**src/rtl/mem_arb_pkg.sv**
```systemverilog
// Shared definitions for the instruction/data memory port arbiter.
// Holds the FSM and owner encodings, default timing limits and a helper
// that sizes saturating counters from their maximum value.
package mem_arb_pkg;

    typedef enum logic [1:0] {
        IDLE   = 2'd0,
        BUSY_I = 2'd1,
        BUSY_D = 2'd2,
        ACK    = 2'd3
    } arb_state_t;

    typedef enum logic {
        OWN_I = 1'b0,
        OWN_D = 1'b1
    } owner_t;

    localparam int TIMEOUT_DEF   = 255;
    localparam int MAX_D_RUN_DEF = 4;

    // Bits needed to hold 0..max_val (at least one bit).
    function automatic int cnt_w(input int max_val);
        return (max_val < 1) ? 1 : $clog2(max_val + 1);
    endfunction

endpackage

```
**src/rtl/mem_port_arbiter_wait_timer.sv**
```systemverilog
// wait_timer: saturating up-counter used to bound the wait for mem_ready.
// Ports:
//   clk, reset : clock and asynchronous active-high reset
//   clr        : synchronous clear (takes priority over en)
//   en         : count one cycle
//   tc         : high during the LIMIT-th counted cycle and beyond
module wait_timer
    import mem_arb_pkg::*;
#(
    parameter int LIMIT = TIMEOUT_DEF
) (
    input  logic clk,
    input  logic reset,
    input  logic clr,
    input  logic en,
    output logic tc
);

    localparam int           W   = cnt_w(LIMIT);
    localparam logic [W-1:0] LIM = W'(LIMIT);
    localparam logic [W-1:0] ONE = W'(1);

    logic [W-1:0] cnt;

    always_ff @(posedge clk or posedge reset) begin
        if (reset) begin
            cnt <= '0;
        end else if (clr) begin
            cnt <= '0;
        end else if (en && (cnt != LIM)) begin
            cnt <= cnt + ONE;
        end
    end

    // cnt holds the number of cycles already waited, so the current cycle is
    // cycle cnt+1; flagging at LIM-1 gives the requester exactly LIMIT cycles.
    assign tc = (cnt >= (LIM - ONE));

endmodule

```
**src/rtl/mem_port_arbiter.sv**
```systemverilog
// mem_port_arbiter: shares one single-ported, variable-latency memory between
// instruction fetch and load/store. Serialises requests, holds the memory
// request stable until mem_ready (or timeout), returns read data with a
// one-cycle ack, and produces the datapath stall.
// Ports:
//   clk, reset                        : clock, asynchronous active-high reset
//   if_req/if_addr -> if_rdata/if_ack : fetch requester
//   d_req/d_we/d_addr/d_wdata
//                  -> d_rdata/d_ack   : load/store requester
//   mem_req/mem_we/mem_addr/mem_wdata
//                  <- mem_rdata/mem_ready : memory side
//   stall                             : pending request not yet acked
//   err                               : sticky timeout flag
//
// state  | meaning
// IDLE   | no transaction; grant decision made here
// BUSY_I | fetch on the memory bus, waiting for mem_ready or timeout
// BUSY_D | load/store on the memory bus, waiting for mem_ready or timeout
// ACK    | owner's ack high for this one cycle
module mem_port_arbiter
    import mem_arb_pkg::*;
#(
    parameter int ADDR_W    = 64,
    parameter int DATA_W    = 64,
    parameter int TIMEOUT   = TIMEOUT_DEF,
    parameter int MAX_D_RUN = MAX_D_RUN_DEF
) (
    input  logic              clk,
    input  logic              reset,
    input  logic              if_req,
    input  logic [ADDR_W-1:0] if_addr,
    output logic [DATA_W-1:0] if_rdata,
    output logic              if_ack,
    input  logic              d_req,
    input  logic              d_we,
    input  logic [ADDR_W-1:0] d_addr,
    input  logic [DATA_W-1:0] d_wdata,
    output logic [DATA_W-1:0] d_rdata,
    output logic              d_ack,
    output logic              mem_req,
    output logic              mem_we,
    output logic [ADDR_W-1:0] mem_addr,
    output logic [DATA_W-1:0] mem_wdata,
    input  logic [DATA_W-1:0] mem_rdata,
    input  logic              mem_ready,
    output logic              stall,
    output logic              err
);

    localparam int               RUN_W   = cnt_w(MAX_D_RUN);
    localparam logic [RUN_W-1:0] RUN_MAX = RUN_W'(MAX_D_RUN);
    localparam logic [RUN_W-1:0] RUN_ONE = RUN_W'(1);

    arb_state_t       state, state_nx;
    owner_t           owner;
    logic [RUN_W-1:0] d_run;
    logic             busy, tmo;
    logic             grant_d, grant_i, done, abort;

    assign busy = (state == BUSY_I) || (state == BUSY_D);

    wait_timer #(.LIMIT(TIMEOUT)) u_wait (
        .clk   (clk),
        .reset (reset),
        .clr   (state == ACK),
        .en    (busy),
        .tc    (tmo)
    );

    always_ff @(posedge clk or posedge reset) begin
        if (reset) state <= IDLE;
        else       state <= state_nx;
    end

    always_comb begin
        state_nx = state;
        grant_d  = 1'b0;
        grant_i  = 1'b0;
        done     = 1'b0;
        abort    = 1'b0;
        case (state)
            IDLE: begin
                // Data wins unless it has hogged the port while a fetch waits;
                // with no fetch waiting, data is granted regardless of the run.
                if (d_req && ((d_run < RUN_MAX) || !if_req)) begin
                    grant_d  = 1'b1;
                    state_nx = BUSY_D;
                end else if (if_req) begin
                    grant_i  = 1'b1;
                    state_nx = BUSY_I;
                end
            end
            BUSY_I, BUSY_D: begin
                if (mem_ready) begin
                    done     = 1'b1;
                    state_nx = ACK;
                end else if (tmo) begin
                    abort    = 1'b1;
                    state_nx = ACK;
                end
            end
            ACK:     state_nx = IDLE;
            default: state_nx = IDLE;
        endcase
    end

    always_ff @(posedge clk or posedge reset) begin
        if (reset) begin
            mem_req   <= 1'b0;
            mem_we    <= 1'b0;
            mem_addr  <= '0;
            mem_wdata <= '0;
            if_ack    <= 1'b0;
            d_ack     <= 1'b0;
            if_rdata  <= '0;
            d_rdata   <= '0;
            err       <= 1'b0;
            owner     <= OWN_I;
            d_run     <= '0;
        end else begin
            if_ack <= 1'b0;
            d_ack  <= 1'b0;
            if (grant_d) begin
                mem_req   <= 1'b1;
                mem_we    <= d_we;
                mem_addr  <= d_addr;
                mem_wdata <= d_wdata;
                owner     <= OWN_D;
                d_run     <= (d_run < RUN_MAX) ? d_run + RUN_ONE : RUN_ONE;
            end else if (grant_i) begin
                mem_req  <= 1'b1;
                mem_we   <= 1'b0;
                mem_addr <= if_addr;
                owner    <= OWN_I;
                d_run    <= '0;
            end
            if (done || abort) begin
                mem_req <= 1'b0;
                if (owner == OWN_I) begin
                    if_ack   <= 1'b1;
                    if_rdata <= abort ? '0 : mem_rdata;
                end else begin
                    d_ack <= 1'b1;
                    if (abort)        d_rdata <= '0;
                    else if (!mem_we) d_rdata <= mem_rdata;
                end
            end
            if (abort) err <= 1'b1;
        end
    end

    assign stall = (if_req & ~if_ack) | (d_req & ~d_ack);

endmodule

```
**config.mk**
```make
export PLATFORM = sky130hd
export DESIGN_NAME = mem_port_arbiter
export DESIGN_NICKNAME = d
export VERILOG_FILES = /design/src/rtl/mem_arb_pkg.sv /design/src/rtl/mem_port_arbiter_wait_timer.sv /design/src/rtl/mem_port_arbiter.sv
export SDC_FILE = /design/constraint.sdc
export NUM_CORES = 1
export LEC_CHECK = 0
export ABC_AREA = 1
export CORE_AREA = 10 10 215 217
export CTS_CLUSTER_DIAMETER = 80
export DETAILED_ROUTE_END_ITERATION = 8
export DIE_AREA = 0 0 225 227
export GPL_TIMING_DRIVEN = 0
export PLACE_DENSITY = 0.65
export SLEW_MARGIN = 0
export SYNTH_ARGS = -nofsm -noshare
export SYNTH_HDL_FRONTEND = slang
export SYNTH_HIERARCHICAL = 1
export SYNTH_SLANG_ARGS = --single-unit
export TNS_END_PERCENT = 100
```
**constraint.sdc**
```tcl
create_clock -name clk -period 11.85 [get_ports clk]
set_input_delay 2.37 -clock clk [delete_from_list [all_inputs] [get_ports clk]]
set_output_delay 2.37 -clock clk [all_outputs]
set_load 0.005 [all_outputs]
```
==> impl_results.md <==
- Xor/xnor share of the synthesized area: 0.0704%
- Later-pin clock latency in the skew report: 0.53 ns
- Synth warn: 6
- Drc violations: 0
- Clk pin slew, worst setup/hold paths: 0.06 ns
- Post-synth top cells: nand2_1, dfrtp_1, inv_1
- Sequential Power Share: 32.2%
- Kind of critical path: primary input to output port
- Vias in the first global route: 12700
- Violation count after the first detailed-route iteration: 808
- Filler cells: 4035
- Row count: 75
- Synth area leader: dfrtp_1
- Core box area: 41800 um^2
- Net Sw Frac: 35.7%
- CP max stage cell: clkdlybuf4s50_1
- Die W: 225 um
- Worst rel slew slack: 54.4%
- EDFF count, synth: 0
- Max-slew violations: 0
- Avg Cell Area, Syn: 7.82 um^2
- Nets: 2421
- WL/cell: 18.4 um
- Adder-cell area share of the yosys netlist: 0.604%
- I/O Pins: 524
- Area Growth Syn to Fin: 58.0%
- Status: complete, no violations
- Largest family of logic cells by synthesized area: simple AND/OR/NAND/NOR gates
- Die ar.: 51100 um^2
- PwrDens: 257 nW/um^2
- Die height: 227 um
- NetSw: 0.00181 W
- Multi-input gate area: 4490 um^2
- Worst min-delay path class: register to register
- FF+latch area: 6880 um^2
- Clk root buf: clkbuf_16
- Vias: 12400
- Overflow after GRT: 0
- Share of cells above drive strength 1: 6.62%
- Clock Power Share: 22.7%
- Crit path required time: 9.48 ns
- Worst hold slack: 0.467 ns
- RSZ-0062 raised after global routing: false
- Setup_tns: 0 ns
- Cell with the most instances after synthesis: nand2_1
- Pint: 0.00325 W
- Delay-heaviest family, CP: buffers and inverters
- Max_cap viols: 0
- CTS resizes: 0
- Ys async rst share: 100%
- Tmin final: 6.70 ns
- Post-DRT Antenna Nets: 0
- Post-Synthesis Cell Area: 12400 um^2
- Starting Density: 29.8%
- # hold bufs at CTS: 0
- Register area share after synthesis: 55.3%
- Post-synthesis simple-gate area fraction: 32.5%
- Final GP Congestion: 0.876
- Leakage: 9.79 nW
- Fin crit share: 56.6%
- CTS tree: yes
- Seq cells post-synth: 275
- Postcts setup bufs: 0
- Post-Syn Instances: 1591
- Clock Path Buffers: 3
- Critical Path, Cell by Cell: clkdlybuf4s50_1, buf_2, buf_2, inv_1, o22ai_1, clkdlybuf4s50_1
- Largest net degree at the start of global routing: 120
- Port bufs: 523
- Fin. Hold Viols: 0
- Mux cell area share after synthesis: 0%
- Most used DFF post-synth: dfrtp_1
- Syn_nets: 1859
- Maximum VDD drop: 0.130 mV
- Final wirelength: 49800 um
- Worst setup EP type: output port
- Combinational share of power: 45.1%
- CTS Buf Count: 35
- Max FO, Critical Path: 10
- Worst-margin pin slew: 0.684 ns
- Slowest stage delay, CP: 0.59 ns
- CTS H-tree depth: 2
- Clock sinks: 275
- Worst Path Arrival: 4.33 ns
- Gr usage total: 18.9%
- Antenna violations before repair: 2
- Via-per-instance ratio: 4.55
- Fmax: 149 MHz
- TritonRoute pass-1 iters: 5
- DP Wirelength: 38500 um
- Largest cells by area after synthesis: dfrtp_1, nand2_1, inv_1, nand4_1, nand3_1
- Compound-Gate Fraction of Synth Area: 2.90%
- CP startpoint kind: primary input
- WP buf/inv: 5
- Top-area cell type share of the netlist area: 55.3%
- Global-route wire length before repair: 75700 um
- Setup Viol. Count Final: 0
- Unique masters post-synth: 28
- Clock Skew: 0.0243 ns
==> registers in the layout, indices dropped and copies added (netlist names), 2 cells and up <==
name,flops
mem_wdata,64
u_wait/cnt,8
mem_addr,64
if_rdata,64
d_rdata,64
state,2
d_run,3
==> logic make-up (layout without fill, tap and decap cells) <==
| group | count (synthesis) | count (layout) |
|---|---|---|
| XOR/XNOR | 1 | 1 |
| adder cells (fa/ha/maj) | 6 | 6 |
| AND/OR/NAND/NOR | 992 | 992 |
| buffers and inverters | 246 | 829 |
| other | 0 | 2 |
| AO/OA/AOI/OAI | 71 | 71 |
| flip-flops | 275 | 275 |
==> worst register-to-register path: cells and delay by family (launching register included) <==
family,cells,cell delay (ns)
flops,1,0.40
fa+ha+maj,1,0.16
buf+inv,3,0.68
simple gates,7,1.07
==> stage by stage <==
step                      total power, W  cell area (um^2)  instances  setup WS, ns  util (%)
after floorplan                  0.00256             12400       1591          2.13         -
after global placement           0.00390             18300       2653         -1.86      43.9
after detailed placement         0.00394             18400       2655          5.20      44.1
after CTS                        0.00513             19600       2713          5.19      47.0
after global routing             0.00541             19600       2715          5.12      47.1
final                            0.00506             19600       2715          5.15      47.1
==> power by group through the flow <==
stage          sequential (W)  clock [W]  combinational, W
2_1_floorplan         0.00165          0          0.000908
3_3_place_gp          0.00162          0           0.00228
3_5_place_dp          0.00163          0           0.00231
4_1_cts               0.00163    0.00118           0.00232
5_1_grt               0.00168    0.00121           0.00252
6_report              0.00163    0.00115           0.00228
==> area by class of cell <==
| class | instances | share of cell area, % |
|---|---|---|
| sequential | 275 | 35.0 |
| timing repair buffer | 525 | 26.9 |
| multi-input combinational | 1070 | 22.9 |
| clock buffer | 50 | 5.27 |
| tap | 539 | 3.43 |
| inverter | 150 | 2.93 |
| buffer | 96 | 2.53 |
| clock inverter | 8 | 1.01 |
| antenna | 2 | 0.0255 |
==> path summary, 6_finish.rpt <==
path	startpoint	endpoint	slack (ns)	cells past startpoint
max	d_req	stall	5.15	6
min	err$_DFFE_PP0P_	err$_DFFE_PP0P_	0.47	1
max reg2reg	u_wait/cnt[0]$_DFFE_PP0P_	d_rdata[5]$_DFFE_PP0P_	9.42	11
min reg2reg	err$_DFFE_PP0P_	err$_DFFE_PP0P_	0.47	1
max in group asynchronous	reset	d_rdata[24]$_DFFE_PP0P_	8.64	3
min in group asynchronous	reset	state[0]$_DFFE_PP0P_	2.27	2
==> per-layer routing <==
layer,part of all wire (%),up-vias,global-route usage (%)
met5,0,-,0
met4,2.5,0,6.40
met3,7.9,64,5.37
met2,50,418,33.1
met1,40,5872,21.9
li1,-,6009,-
==> cell usage in the layout (no fill, tap or decap), drive strengths merged, types with 66 or more instances in the layout <==
| cell type | n |
|---|---|
| clkbuf | 70 |
| nand3 | 76 |
| o21ai | 68 |
| buf | 78 |
| nand4 | 66 |
| nand2 | 765 |
| dfrtp | 275 |
| nor2 | 80 |
| inv | 150 |
| clkdlybuf4s50 | 523 |
(Power assumes the default switching activity.)
==> RTL change 1, RTL diff (same settings) <==
Encoding of `arb_state_t`: now one-hot (4 bits for 4 states).
--- a/src/rtl/mem_arb_pkg.sv
+++ b/src/rtl/mem_arb_pkg.sv
@@ -3,11 +3,11 @@
 // that sizes saturating counters from their maximum value.
 package mem_arb_pkg;
 
-    typedef enum logic [1:0] {
-        IDLE   = 2'd0,
-        BUSY_I = 2'd1,
-        BUSY_D = 2'd2,
-        ACK    = 2'd3
+    typedef enum logic [3:0] {
+        IDLE   = 4'b0001,
+        BUSY_I = 4'b0010,
+        BUSY_D = 4'b0100,
+        ACK    = 4'b1000
     } arb_state_t;
 
     typedef enum logic {
Check against the original RTL: no difference found for any inputs over 4 cycles, from zero or initial values and one cycle with reset high; so few cycles prove little.
==> RTL change 1 against the original RTL <==
  * Cell count down 4.7%
  * Wire length up 0.50%
  * Hold slack better by 0.0012 ns
  * Critical path type unchanged
  * Highest routed layer is now met5
  * Setup slack better by 0.59 ns
  * Largest power group unchanged
  * Final area down 3.2%
  * Area after synthesis down 4.3%
  * Sequential cell count up 2
  * Synthesized cell count down 8.5%
  * Power down 3.0%
  * Critical path depth down 2
==> RTL change 1: results (changes against the original RTL) <==
{| class="wikitable"
! Metric !! Value
|-
| Run status || complete, no violations
|-
| Leakage power figure || 0.00918 uW (-6.2%)
|-
| Worst voltage drop across the vdd grid || 0.000129 V (-1.4%)
|-
| Layout Nets || 2284 (-5.7%)
|-
| Buffer count from post-CTS setup fixing || 0 (unchanged)
|-
| Post-synth ARST share || 100% (unchanged)
|-
| Net count after synthesis || 1721 (-7.4%)
|-
| Portion of netlist area occupied by mux cells || 0% (unchanged)
|-
| Overall global routing resource usage || 19.0% (+0.083 points)
|-
| Clock-pin slew of the registers on the worst-case setup and hold paths || 0.05 ns
|-
| Adder-cell area share of the yosys netlist || 0.315% (-0.29 points)
|-
| Layout cells sized above 1 || 7.53% (+0.91 points)
|-
| Launching element of the worst setup path || d_req
|-
| Cell types occupying the most area after synthesis || sky130_fd_sc_hd__dfrtp_1 (58%), sky130_fd_sc_hd__nand2_1 (20%), sky130_fd_sc_hd__nor2_1 (4.5%)
|-
| Number of buffers added by the clock tree synthesis step || 36 (+2.9%)
|-
| Transition time of the tightest slew-check pin || 0.703 ns (+0.0189 ns)
|-
| Top_reg_cell synth || sky130_fd_sc_hd__dfrtp_1
|-
| Pre-CTS worst setup slack || 5.73 ns (+0.536 ns)
|-
| Number of unique standard cell types used by synthesis || 29 (+3.6%)
|-
| Worst reg2reg path startpoint || u_wait/cnt[0]$_DFFE_PP0P_
|-
| Post-synthesis sequential area ratio || 58.3% (+2.9 points)
|-
| CTS-repair resized insts || 0 (unchanged)
|-
| CP Data Arrival Time || 3.75 ns (-0.58 ns)
|-
| Number of buffers added on ports || 523 (unchanged)
|-
| Crit path max fanout || 3 (-7)
|-
| HPWL Detailed || 38.8 mm (+0.79%)
|-
| Placer Congestion || 0.880 (+0.48%)
|-
| Pin count of the biggest net entering global routing || 121 (+0.83%)
|-
| Clock latency reported for the late side of the worst-skew pair || 0.54 ns
|-
| Commonest cells post-synth || sky130_fd_sc_hd__nand2_1 (623), sky130_fd_sc_hd__dfrtp_1 (276), sky130_fd_sc_hd__nor2_1 (144), sky130_fd_sc_hd__inv_1 (86), sky130_fd_sc_hd__o21ai_0 (79)
|-
| Antenna violations before repair || 3 (+1)
|-
| Initial DRT Pass Iterations || 5 (unchanged)
|-
| Share of the synthesized area in compound gates (AO/OA/AOI/OAI) || 5.97% (+3.1 points)
|-
| CTS Buffer Depth || 3 (unchanged)
|-
| HP Start || mem_wdata[40]$_DFFE_PP0P_
|-
| First-pass GRT wire length || 74.3 mm (-1.9%)
|-
| Largest incremental delay on the critical path || 0.59 ns (about the same)
|-
| Type of the tightest min-delay check || reg -> reg
|-
| Vias || 11.8k (-4.7%)
|-
| Maximum clock skew at final layout || 0.0197 ns (-0.00455 ns)
|-
| Post-synthesis xor/xnor area fraction || 0.0736% (+0.0032 points)
|-
| Final wirelength || 50.1 mm (+0.50%)
|-
| Clk root buf || sky130_fd_sc_hd__clkbuf_16
|-
| Violation count after the first detailed-routing iteration || 777 (-3.8%)
|}
## RTL change 1: through the flow
| step | cells | area [um2] |
|---|---|---|
| after floorplan | 1456 | 11900 |
| after global placement | 2518 | 17800 |
| after detailed placement | 2520 | 17900 |
| after CTS | 2583 | 19000 |
| after global routing | 2585 | 19000 |
| final | 2587 | 19000 |
## RTL change 1: power by group
part	leakage (uW)	internal (uW)	switching, uW	total, uW
logic	0.00511	1130	1050	2170
registers	0.00350	1410	267	1670
clock network	0.000577	622	435	1060
total	0.00918	3150	1750	4900
## RTL change 1: worst paths after layout
path | depth (start not counted) | endpoint | slack, ns
max | 4 | stall | 5.73
min | 2 | mem_wdata[40]$_DFFE_PP0P_ | 0.47
max reg2reg | 12 | d_rdata[0]$_DFFE_PP0P_ | 9.48
min reg2reg | 2 | mem_wdata[40]$_DFFE_PP0P_ | 0.47
max in group asynchronous | 3 | mem_wdata[33]$_DFFE_PP0P_ | 8.66
min in group asynchronous | 2 | d_rdata[55]$_DFFE_PP0P_ | 2.24
## RTL change 1: per-layer routing
metal / share of wire [%] / GRT usage [%] / up-vias
met4: 3.3 / 7.52 / 2
met2: 50 / 32.6 / 419
met5: 0.020 / 0 / -
li1: - / - / 5616
met1: 38 / 20.9 / 5655
met3: 9.4 / 7.26 / 85
## RTL change 1: cell type report
type / count / area (um2)
antenna: 4 / 10.0
buffer: 83 / 468
clock buffer: 47 / 1040
clock inverter: 16 / 101
fill: 4033 / 22700
inverter: 93 / 362
multi-input combinational: 1003 / 4150
sequential: 277 / 6930
tap: 539 / 674
timing repair buffer: 525 / 5290
## RTL change 1: critical path: cells and delay by family
family          cells  cell delay, ns
compound gates      1            0.14
buf+inv             3            1.24
==> RTL change 2, RTL diff (same flow settings) <==
Made on the original files. `MAX_D_RUN_DEF`: 4 -> 8.
--- a/src/rtl/mem_arb_pkg.sv
+++ b/src/rtl/mem_arb_pkg.sv
@@ -16,7 +16,7 @@
     } owner_t;
 
     localparam int TIMEOUT_DEF   = 255;
-    localparam int MAX_D_RUN_DEF = 4;
+    localparam int MAX_D_RUN_DEF = 8;
 
     // Bits needed to hold 0..max_val (at least one bit).
     function automatic int cnt_w(input int max_val);
Behaviour: same outputs for any inputs over 4 cycles, from zero or initial values and one cycle with reset high; that may be too few to reach the edited logic, so the function may still have changed.
==> RTL change 2 against the original RTL <==
  * Final area hardly changed
  * Die area stayed put
  * Sequential cell count rose by 1
  * Non-clock buffer count stayed put
  * Clock skew down 0.0089 ns
  * Global-route usage is 0.11 points lower
  * Setup slack improved by 0.51 ns
  * Wire length shrank 0.80%
  * Area after synthesis up 0.37%
  * Sequential share of layout area grew 0.12 points
  * Power fell by 1.2%
  * First-iteration DRC count down 13%
==> RTL change 2: results (changes against the original RTL) <==
{| class="wikitable"
! Metric !! Value
|-
| Leakage power figure || 0.00981 uW (+0.11%)
|-
| Cell types occupying the most area after synthesis || sky130_fd_sc_hd__dfrtp_1 (55%), sky130_fd_sc_hd__nand2_1 (23%), sky130_fd_sc_hd__inv_1 (4.4%)
|-
| Endpoint of the most critical register-to-register path || if_rdata[1]$_DFFE_PP0P_
|-
| Global routing usage on met2 || 32.2% (-0.91 points)
|-
| Area of the multi-input gates || 0.00451 mm2 (+0.33%)
|-
| Final cell count without fillers || 2723 (+0.29%)
|-
| Met1 Resource Use GR || 21.7% (-0.19 points)
|-
| Violation count after the first detailed-routing iteration || 705 (-13%)
|-
| Global-route track usage on met3 || 6.65% (+1.3 points)
|-
| CP Data Arrival Time || 3.82 ns (-0.51 ns)
|-
| Number of buffers added on ports || 522 (-0.19%)
|-
| First-pass GRT wire length || 75.1 mm (-0.87%)
|-
| Largest incremental delay on the critical path || 0.55 ns (-0.04 ns)
|-
| Maximum clock skew at final layout || 0.0154 ns (-0.00886 ns)
|-
| DR WL met2 || 24.4 mm (-1.7%)
|-
| Final wirelength || 49.4 mm (-0.80%)
|-
| Post-synthesis sequential area ratio || 55.3% (about the same)
|-
| Share of the synthesized area in compound gates (AO/OA/AOI/OAI) || 2.98% (+0.079 points)
|-
| Minimum hold slack || 0.466 ns (-0.000630 ns)
|-
| Adder-cell area share of the yosys netlist || 0.601% (-0.0022 points)
|-
| Starting density of the core || 29.9% (+0.11 points)
|-
| Antenna violations before repair || 3 (+1)
|-
| Setup slack of the worst register-to-register path || 9.54 ns (+0.12 ns)
|-
| Clock period minus worst slack || 6.19 ns (-0.515 ns)
|-
| Run status || complete, no violations
|-
| HPWL Detailed || 38.2 mm (-0.59%)
|}
[RTL change 2: cell count changes after synthesis, moves of 2 or more]
cell                       before  now
sky130_fd_sc_hd__o21ai_1       58   22
sky130_fd_sc_hd__nand2_1      760  758
sky130_fd_sc_hd__inv_2          5    3
sky130_fd_sc_hd__buf_4         19    1
sky130_fd_sc_hd__o21ai_0        9   49
sky130_fd_sc_hd__buf_2         53   76
sky130_fd_sc_hd__inv_1        144  147
sky130_fd_sc_hd__clkbuf_1      20   14
sky130_fd_sc_hd__buf_6          0    5
sky130_fd_sc_hd__buf_1          4    1
[RTL change 2: power by group through the flow]
stage / sequential (uW) / combinational [uW] / clock (uW)
floorplan: 1660 / 884 / 0
global placement: 1630 / 2240 / 0
detailed placement: 1640 / 2270 / 0
CTS: 1640 / 2280 / 1150
global route: 1690 / 2480 / 1180
finish: 1640 / 2240 / 1120
[RTL change 2: cell type report]
class                           count  share of cell area [%]
Antenna cell                        4                  0.0509
Buffer                             97                    2.55
Clock buffer                       45                    5.05
Clock inverter                     14                    1.04
Inverter                          151                    2.95
Multi-Input combinational cell   1073                    22.9
Sequential cell                   276                    35.1
Tap cell                          539                    3.43
Timing Repair Buffer              524                    26.9
[RTL change 2: worst max path at each step]
| stage | startpoint | to | depth (start not counted) |
|---|---|---|---|
| global route | d_req | stall | 6 |
| floorplan | reset | d_ack$_DFF_PP0_ | 1 |
| finish | d_req | stall | 6 |
| CTS | d_req | stall | 6 |
| detailed placement | d_req | stall | 6 |
| global placement | reset | if_rdata[27]$_DFFE_PP0P_ | 2 |
[RTL change 2: cells by family after synthesis]
group	count (synthesis)
adders and majority gates	6
AOI/OAI and AO/OA	74
xor gates and xnor gates	2
buffers and inverters	248
and+or+nand+nor	991
DFF	276
